==> config.mk <==
export PLATFORM = sky130hd
export DESIGN_NAME = cache_mem_arbiter
export DESIGN_NICKNAME = d
export VERILOG_FILES = /design/src/rtl/cache_mem_arbiter.sv
export SDC_FILE = /design/constraint.sdc
export NUM_CORES = 1
export LEC_CHECK = 0
export ABC_AREA = 1
export BUFFER_PORTS_ARGS = -buffer_cell sky130_fd_sc_hd__buf_2
export CAP_MARGIN = 5
export CELL_PAD_IN_SITES_DETAIL_PLACEMENT = 1
export CELL_PAD_IN_SITES_GLOBAL_PLACEMENT = 1
export CORE_MARGIN = 1.5
export CORE_UTILIZATION = 14
export CTS_CLUSTER_DIAMETER = 200
export DETAILED_ROUTE_END_ITERATION = 8
export PLACE_DENSITY = 0.89
export SETUP_SLACK_MARGIN = 0.2
export SKIP_CTS_REPAIR_TIMING = 1
export SLEW_MARGIN = 20
export SYNTH_ARGS = -nofsm -noshare
export SYNTH_HDL_FRONTEND = slang
export SYNTH_SLANG_ARGS = --single-unit
==> constraint.sdc <==
create_clock -name CLK -period 1.4 [get_ports CLK]
set_clock_uncertainty 0.15 [all_clocks]
set_input_delay 0.14 -clock CLK [delete_from_list [all_inputs] [get_ports CLK]]
set_output_delay 0.14 -clock CLK [all_outputs]
set_load 0.01 [all_outputs]
==> src/rtl/cache_mem_arbiter.sv <==
// cache_mem_arbiter
//   Responder end of the cache-to-memory interface. Services single-word
//   requests from the icache (read only) and the dcache (read/write) against
//   one RAM port. The dcache has priority. A streak counter lets the icache
//   win after STARVE_MAX consecutive dcache completions that each saw iREN
//   pending.
//
// Ports
//   CLK, nRST              clock, asynchronous active-low reset
//   iREN, iaddr            icache read request and word address
//   iwait, iload           icache handshake (0 for one cycle = data valid), load data
//   dREN, dWEN             dcache read / write request (write wins if both)
//   daddr, dstore          dcache word address and store data
//   dwait, dload           dcache handshake (0 for one cycle = done), load data
//   ramREN, ramWEN         RAM enables, decoded from the grant state
//   ramaddr, ramstore      RAM address / write data, passed through from the grantee
//   ramload, ramstate      RAM read data and status (FREE, BUSY, ACCESS, ERROR)
//   mem_err                sticky flag, set when any grant completes with ERROR
module cache_mem_arbiter #(
    parameter int unsigned STARVE_MAX = 4,
    parameter logic [31:0] ERR_WORD   = 32'hBAD1BAD1
) (
    input  logic        CLK,
    input  logic        nRST,
    // icache side
    input  logic        iREN,
    input  logic [31:0] iaddr,
    output logic        iwait,
    output logic [31:0] iload,
    // dcache side
    input  logic        dREN,
    input  logic        dWEN,
    input  logic [31:0] daddr,
    input  logic [31:0] dstore,
    output logic        dwait,
    output logic [31:0] dload,
    // RAM side
    output logic        ramREN,
    output logic        ramWEN,
    output logic [31:0] ramaddr,
    output logic [31:0] ramstore,
    input  logic [31:0] ramload,
    input  logic [1:0]  ramstate,
    // status
    output logic        mem_err
);

    localparam int unsigned StreakW = $clog2(STARVE_MAX + 1);
    localparam logic [StreakW-1:0] StreakMax = StreakW'(STARVE_MAX);

    // ramstate_t encoding: FREE=0, BUSY=1, ACCESS=2, ERROR=3
    localparam logic [1:0] RamAccess = 2'd2;
    localparam logic [1:0] RamError  = 2'd3;

    typedef enum logic [1:0] {
        StIdle,
        StDgnt,
        StIgnt
    } state_e;

    state_e               state_q, state_d;
    logic [StreakW-1:0]   dstreak_q, dstreak_d;
    logic                 mem_err_q, mem_err_d;

    logic                 d_req;
    logic                 starve;
    logic                 ram_done;
    logic                 ram_err;

    assign d_req    = dREN | dWEN;
    assign starve   = (dstreak_q == StreakMax);
    assign ram_err  = (ramstate == RamError);
    // A grant finishes on ACCESS or ERROR; FREE/BUSY just hold it.
    assign ram_done = (ramstate == RamAccess) || ram_err;
    assign mem_err  = mem_err_q;

    always_ff @(posedge CLK or negedge nRST) begin
        if (!nRST) begin
            state_q   <= StIdle;
            dstreak_q <= '0;
            mem_err_q <= 1'b0;
        end else begin
            state_q   <= state_d;
            dstreak_q <= dstreak_d;
            mem_err_q <= mem_err_d;
        end
    end

    always_comb begin
        state_d   = state_q;
        dstreak_d = dstreak_q;
        mem_err_d = mem_err_q;
        iwait     = 1'b1;
        dwait     = 1'b1;
        ramREN    = 1'b0;
        ramWEN    = 1'b0;
        ramaddr   = '0;
        ramstore  = '0;
        iload     = ramload;
        dload     = ramload;

        case (state_q)
            StIdle: begin
                // Arbitration cycle: no RAM enable is driven here.
                if (d_req && !(starve && iREN)) begin
                    state_d = StDgnt;
                end else if (iREN) begin
                    state_d = StIgnt;
                end
            end

            StDgnt: begin
                ramaddr  = daddr;
                ramstore = dstore;
                ramWEN   = dWEN;
                ramREN   = dREN & ~dWEN;
                if (!d_req) begin
                    // Requester withdrew: silent abort, counters untouched.
                    state_d = StIdle;
                end else if (ram_done) begin
                    dwait   = 1'b0;
                    state_d = StIdle;
                    if (ram_err) begin
                        dload     = ERR_WORD;
                        mem_err_d = 1'b1;
                    end
                    // Only completions that actually held off the icache
                    // count towards starvation.
                    if (iREN) begin
                        if (!starve) begin
                            dstreak_d = dstreak_q + StreakW'(1);
                        end
                    end else begin
                        dstreak_d = '0;
                    end
                end
            end

            StIgnt: begin
                ramaddr = iaddr;
                ramREN  = 1'b1;
                if (!iREN) begin
                    state_d = StIdle;
                end else if (ram_done) begin
                    iwait     = 1'b0;
                    state_d   = StIdle;
                    dstreak_d = '0;
                    if (ram_err) begin
                        iload     = ERR_WORD;
                        mem_err_d = 1'b1;
                    end
                end
            end

            default: begin
                state_d = StIdle;
            end
        endcase
    end

endmodule

; Word level (Yosys, flattened, before mapping)
; Index checks and enable logic that the tools add are counted.
[word_totals]
reg_bits = 6
input_bits = 135
output_inout_bits = 133
elab_cells = 59
[classes]
addsub = 1
n_eq_ne = 11
n_mux = 33
n_bitwise = 3
reduce_logical = 8
[ops]
columns = op, count
row1 = $mux 32, 7
row2 = $pmux 32 s2, 1
row3 = $mux 3, 6
row4 = $mux 1, 10
row5 = $mux 2, 5
row6 = $ne 2x2->1 const B, 4
row7 = $eq 2x2->1 const B, 3
row8 = $ne 3x3->1 const B, 2
row9 = $pmux 2 s3, 1
row10 = $pmux 3 s2, 1
row11 = $reduce_and 6->1, 1
row12 = $pmux 1 s2, 2
row13 = $add 3x1->3 const B, 1
row14 = $eq 3x3->1 const B, 1
row15 = $reduce_and 3->1, 1
row16 = $eq 2x1->1 const B, 1
row17 = $logic_and 1x1->1, 2
row18 = $logic_not 2->1, 1
row19 = $reduce_bool 2->1, 1
row20 = $and 1x1->1, 1
row21 = $logic_not 1->1, 1
row22 = $logic_or 1x1->1, 1
row23 = $not 1->1, 1
row24 = $or 1x1->1, 1

; Longest topological paths before layout
; Gate-level depths: netlist of run 1.
[depth]
ltp_word = 6
mapped_depth = 8

; Worst setup path before layout of run 1
; OpenSTA, ideal clock, no wires.
[synth_path]
path_type = register to output
start = register state_q[0]
end = output ramaddr[18]
t_arrival_ns = 1.272
required_ns = 1.110
path_slack_ns = -0.162
path_stages_with_launch = 7
cell_sequence = dfrtp_1 -> inv_1 -> ha_1 -> buf_6 -> buf_4 -> nand2_1 -> a21oi_1
[synth_between]
elab_chain_len = 2
elab_cells_between_ends = 3
classes_between = eq/ne: 2 / mux: 1
[synth_lines]
columns = element, line
row1 = start: declaration, 61  ; state_e state_q, state_d;
row2 = start signal: assignment, 79  ; state_q <= StIdle;
row3 = start signal: assignment, 83  ; state_q <= state_d;
row4 = $eq 2x2->1 / $eq 2x1->1 (equally long branches), 102  ; case (state_q)
row5 = $pmux 32 s2 (*), 102
row6 = end: declaration, 40  ; output logic [31:0] ramaddr,
; Every way passes the cells marked *; elsewhere a longest branch is shown, timed or not.

; Worst setup path in the final report of run 1
[layout_path]
start = register state_q[1]
end = output ramREN
[layout_between]
elab_chain_len = 2
elab_cells_between_ends = 3
classes_between = eq/ne: 2 / mux: 1
[layout_lines]
columns = element, line
row1 = $eq 2x2->1 / $eq 2x1->1 (equally long branches), 102
row2 = $pmux 1 s2 (*), 102
row3 = end: declaration, 38  ; output logic ramREN,
; Marks and branches as above.

==> results of run 1 <==
[through the flow]
stage / cells / power (mW)
floorplan: 367 / 2.952
global placement: 800 / 4.264
detailed placement: 800 / 4.365
CTS: 803 / 4.857
global route: 821 / 6.364
finish: 821 / 5.914
[cell families (layout without fill, tap and decap cells)]
group / Yosys count / count (layout) / share of synthesized area
simple gates: 203 / 203 / 0.4774
flops: 6 / 6 / 0.08614
fa+ha+maj: 6 / 6 / 0.04307
compound gates: 38 / 38 / 0.1170
buf+inv: 114 / 400 / 0.2764
[worst max-delay path: stages (launching register included)]
cell	delay [ns]
dfrtp_1	0.38
inv_2	0.08
buf_4	0.14
ha_4	0.28
inv_6	0.06
clkbuf_16	0.16
a21oi_2	0.09
buf_2	0.15
[per-layer routing]
metal / wire (um) / GRT usage / vias up
met2: 6667 / 0.2990 / 155
met5: 0 / 0 / -
li1: - / - / 1631
met4: 153 / 0.03333 / 0
met3: 837 / 0.02488 / 15
met1: 4064 / 0.1352 / 1527
[placed cells by master, fill, tap and decap left out, types with 5 or more instances in the layout]
cell,synthesis,final
inv_1,90,59
buf_6,2,31
nor2_4,1,15
a21oi_2,0,33
nand3_1,15,12
clkbuf_16,0,9
buf_12,0,5
nand2_4,1,16
dfrtp_1,6,5
inv_2,2,30
nand2_2,1,21
buf_2,10,240
buf_4,7,20
nand2_1,163,128
[where the power goes]
group / switching, mW / internal [mW] / total (mW)
clock: 0.104 / 0.367 / 0.471
sequential: 0.0752 / 0.230 / 0.305
combinational: 2.82 / 2.31 / 5.14
[area by class of cell]
class	count	area (um^2)
fillers	1601	7707
repair buffers	305	1991
clock buffers	3	75.07
well taps	168	210.2
inverters	92	355.3
flip-flops and latches	6	151.4
multi-input cells	247	1572
[path summary, 6_finish.rpt]
kind	from	end	cells past startpoint
hold reg to reg	mem_err	mem_err	1
setup reg to reg	state_q[1]	mem_err	8
min in group CLK	ramstate[0]	mem_err	4
setup / recovery	state_q[1]	ramREN	7
max in group asynchronous	nRST	state_q[0]	2
hold / removal	nRST	mem_err	2
[sequential cells by signal (all words and copies together), names as in the netlist]
| name | cells |
|---|---|
| dstreak_q | 3 |
| state_q | 2 |
| mem_err | 1 |
==> out/results.tsv, run 1 <==
metric	value	unit
n_diodes	0	
Starting DRT DRC Count	81	
sequential share of the synthesized area	0.08615	
most frequent cell after synthesis	nand2_1	
DR pass1 iterations	4	
final hold vios	0	
antenna viol nets, final	0	
R2R Setup Slk	-0.24	ns
Pwr per Cell Area	1358	mW/mm^2
top post-synthesis cells by count	nand2_1 (163), inv_1 (90), a21oi_1 (34), nor2_1 (17), nand3_1 (15)	
vias after detailed routing	3328	
status	finished with violations	
clk buf depth	2	
Post-DP Area	0.003676	mm^2
final worst slack	-0.4792	ns
critical setup path kind	flop to primary output	
Max FO, Critical Path	7	
WL/cell	14.28	um
# nets final	796	
max-slew violations	0	
clk root buf	clkbuf_16	
Final min period	1.879	ns
syn_nets	508	
Vias per Instance	4.054	
Syn. warnings	0	
maximum VDD drop	1088	uV
Min-Delay Path Class	input pin to async pin	
clock sink count	6	
Lkg Pwr	2.677	nW
first-pass GRT wire length	14880	um
FMAX	532.1	MHz
area share of the largest cell type after synthesis	0.3510	
num ports	268	
#FFs+latches synth	6	
initial antenna violation count	0	
synth unique cells	22	
CP required	1.11	ns
GRT Util Overall	0.1402	
dpl hpwl	8657	um
mapped cell area	0.001743	mm^2
actual slew at the worst max-slew pin	0.2127	ns
DP Worst Slack	-0.3238	ns
Core Rows	40	
Worst EP arrival	1.59	ns
DIE AREA	0.01313	mm^2
GPL Wtd Cong	0.8020	
number of global-route vias before repair	3107	
Synth area leaders	nand2_1 (35%), inv_1 (19%), a21oi_1 (9.8%)	
Avg Inst Size Synth	4.749	um^2
DRC Markers	0	
Port Buffers	267	
final WL	11720	um
GRT overflow	0	
final core occ	0.3610	
CTS tree	done	
number of synthesized flops with an enable pin	0	
Startpoint Class	flop	
core area	0.01206	mm^2
Reg clk slew, reported paths	0.04	ns
Post-synth top flop	dfrtp_1	
setup_tns	-54.37	ns
largest net degree at the start of global routing	48	
fin crit share	1.342	
Worst-Skew Late Latency	0.23	ns
Final Hold Slack	0.1129	ns
Layout area overhead	149.8	%
die width	114.6	um
CTS Buf Count	3	
htree depth	1	
Die Span Y	114.6	um
Finish-stage setup viols	138	
CP Capture Type	primary output	
final instance area	0.004354	mm^2
initial core utilization	0.1445	
share of post-route cells with drive strength above 1	0.6723	
failing checks	negative setup slack	
Rel. slew slack	0.8582	
max cap viols	0	
Yosys top cell by area	nand2_1	
unrepaired setup endpoints after global routing	true	
async set-reset flop share out of synthesis	1.000	
post-synthesis instance total	367	
Note: power is estimated with default switching activity, not from simulation.
==> inputs of run 2 (changes only) <==
--- a/config.mk
+++ b/config.mk
@@ -14,7 +14,7 @@
 export CORE_UTILIZATION = 14
 export CTS_CLUSTER_DIAMETER = 200
 export DETAILED_ROUTE_END_ITERATION = 8
-export PLACE_DENSITY = 0.89
+export PLACE_DENSITY_LB_ADDON = 0.1
 export SETUP_SLACK_MARGIN = 0.2
 export SKIP_CTS_REPAIR_TIMING = 1
 export SLEW_MARGIN = 20
==> run 2 against run 1 <==
The run still ends with negative setup slack left. Wire length down 9.8%. Global-route usage grew 0.29 points. Register-to-register slack worse by 0.06 ns. Sequential power shrank 2%. Via count down 3.2%. Sequential cell count unchanged. Setup slack improved by 0.042 ns. Die area stayed put. Final cell count fell by 0.49%. Final area is 3.7% lower. Critical path type unchanged. Largest cell class unchanged.
==> out/results.tsv, run 2 (synthesized netlist as in run 1, its figures left out) <==
metric	value	unit	change
status	finished with violations		
failing checks	negative setup slack		
Lkg Pwr	2.622	nW	-2.0%
Largest delay share family, worst path	buffers and inverters		
Buf/Inv on CP	4		-1
Worst-Skew Late Latency	0.23	ns	about the same
cell mode on critical path	inv_4		
CP Capture Type	primary output		
Core Rows	40		unchanged
clk buf depth	2		unchanged
Final Hold Slack	0.1223	ns	+0.009397 ns
clock sink count	6		unchanged
fin crit share	1.313		-0.02974
unrepaired setup endpoints after global routing	true		
worst setup path endpoint	iload[21]		
Design Power	5.569	mW	-5.8%
largest net degree at the start of global routing	33		-31%
Largest Register	dstreak_q		
maximum VDD drop	603.0	uV	-45%
Die Span Y	114.6	um	unchanged
Final min period	1.838	ns	-0.04164 ns
max cap viols	0		unchanged
DRC Markers	0		unchanged
Setup crit start	state_q[0]		
htree depth	1		unchanged
first-pass GRT wire length	15150	um	+1.8%
num ports	268		unchanged
Max FO, Critical Path	5		-2
number of global-route vias before repair	3006		-3.3%
actual slew at the worst max-slew pin	0.1874	ns	-0.02527 ns
GRT overflow	0		unchanged
max-slew violations	0		unchanged
CP peak stage delay	0.45	ns	+0.07 ns
CTS Buf Count	3		unchanged
critical setup path kind	flop to primary output		
Vias per Instance	3.942		-2.7%
slowest CP cell	dfrtp_2		
CP required	1.11	ns	about the same
GRT Util Overall	0.1432		+0.002941
WL/cell	12.94	um	-9.4%
vias after detailed routing	3221		-3.2%
final hold vios	0		unchanged
commonest non-fill, non-tap cells in the layout	buf_2 (241), nand2_1 (138), inv_1 (64), a21oi_2 (33), buf_6 (28)		
Finish-stage setup viols	138		unchanged
share of post-route cells with drive strength above 1	0.6389		-0.03339
final worst slack	-0.4376	ns	+0.04164 ns
initial antenna violation count	1		+1
critical path depth	7		unchanged
Worst R2R Start	state_q[1]		
GPL Wtd Cong	0.7598		-5.3%
commonest non-fill, non-tap cell in the layout	buf_2		
FMAX	544.2	MHz	+2.3%
crit-path cells	inv_4 -> ha_4 -> nand4_4 -> inv_4 -> buf_12 -> nor2_4 -> buf_6		
Startpoint Class	flop		
R2R Setup Slk	-0.30	ns	-0.06 ns
Rel. slew slack	0.8751		+0.01685
final WL	10570	um	-9.8%
Port Buffers	267		unchanged
fillers	1636		+2.2%
Layout area overhead	140.6	%	
core area	0.01206	mm^2	unchanged
Reg clk slew, reported paths	0.03	ns	about the same
area occupied by multi-input gates	0.001464	mm^2	-6.8%
Worst EP arrival	1.55	ns	-0.04 ns
reg2reg end	dstreak_q[2]		
# nets final	791		-0.63%
dpl hpwl	8824	um	+1.9%
Pwr per Cell Area	1328	mW/mm^2	-2.2%
initial core utilization	0.1445		unchanged
Worst R2R Path Depth	9		+1
FF/Latch Area	151.4	um^2	unchanged
die width	114.6	um	unchanged
DR pass1 iterations	3		-1
CTS tree	done		
Starting DRT DRC Count	62		-23%
flip-flop count of the largest register after layout	3		unchanged
Min-Delay Path Class	input pin to async pin		
clk root buf	clkbuf_16		
antenna viol nets, final	0		unchanged
DIE AREA	0.01313	mm^2	unchanged
## run 2: worst min-delay path by stage
stage / endpoint / slack [ns]
finish: dstreak_q[2] / 0.12
global placement: dstreak_q[1] / -0.17
global route: dstreak_q[2] / 0.13
CTS: dstreak_q[2] / -0.42
floorplan: dstreak_q[0] / -0.31
detailed placement: mem_err / -0.17
## run 2: per-layer routing
metal	wire (um)	GRT usage	vias to the layer above	share of wire
met3	731	0.02647	6	0.069
met2	5973	0.2962	130	0.56
li1	-	-	1619	-
met1	3769	0.1484	1466	0.36
met4	97	0.02417	0	0.0092
met5	0	0	-	0
## run 2: metrics by stage
stage / std cells / setup TNS [ns] / area [um^2] / worst slack (ns) / util
after global placement: 803 / -20.98 / 3724 / -0.2336 / 0.3087
after detailed placement: 803 / -26.14 / 3724 / -0.2795 / 0.3087
after floorplan: 367 / -3.981 / 2150 / -0.05804 / -
after global routing: 817 / -60.59 / 4194 / -0.5131 / 0.3477
after CTS: 806 / -59.09 / 3799 / -0.5276 / 0.3149
final: 817 / -50.49 / 4194 / -0.4376 / 0.3477
## run 2: power by group
part | leakage [nW] | total, mW | switching, mW | internal (mW)
Sequential | 0.0733 | 0.299 | 0.0697 | 0.230
Clock | 0.0370 | 0.468 | 0.101 | 0.367
Combinational | 2.51 | 4.80 | 2.63 | 2.17
Total | 2.62 | 5.57 | 2.80 | 2.77
## run 2: area by class of cell
| class | count | area share |
|---|---|---|
| multi-input combinational | 247 | 0.3490 |
| antenna | 1 | 0.0005967 |
| clock buffer | 3 | 0.01790 |
| inverter | 92 | 0.08562 |
| timing repair buffer | 300 | 0.4606 |
| sequential | 6 | 0.03610 |
| tap | 168 | 0.05012 |
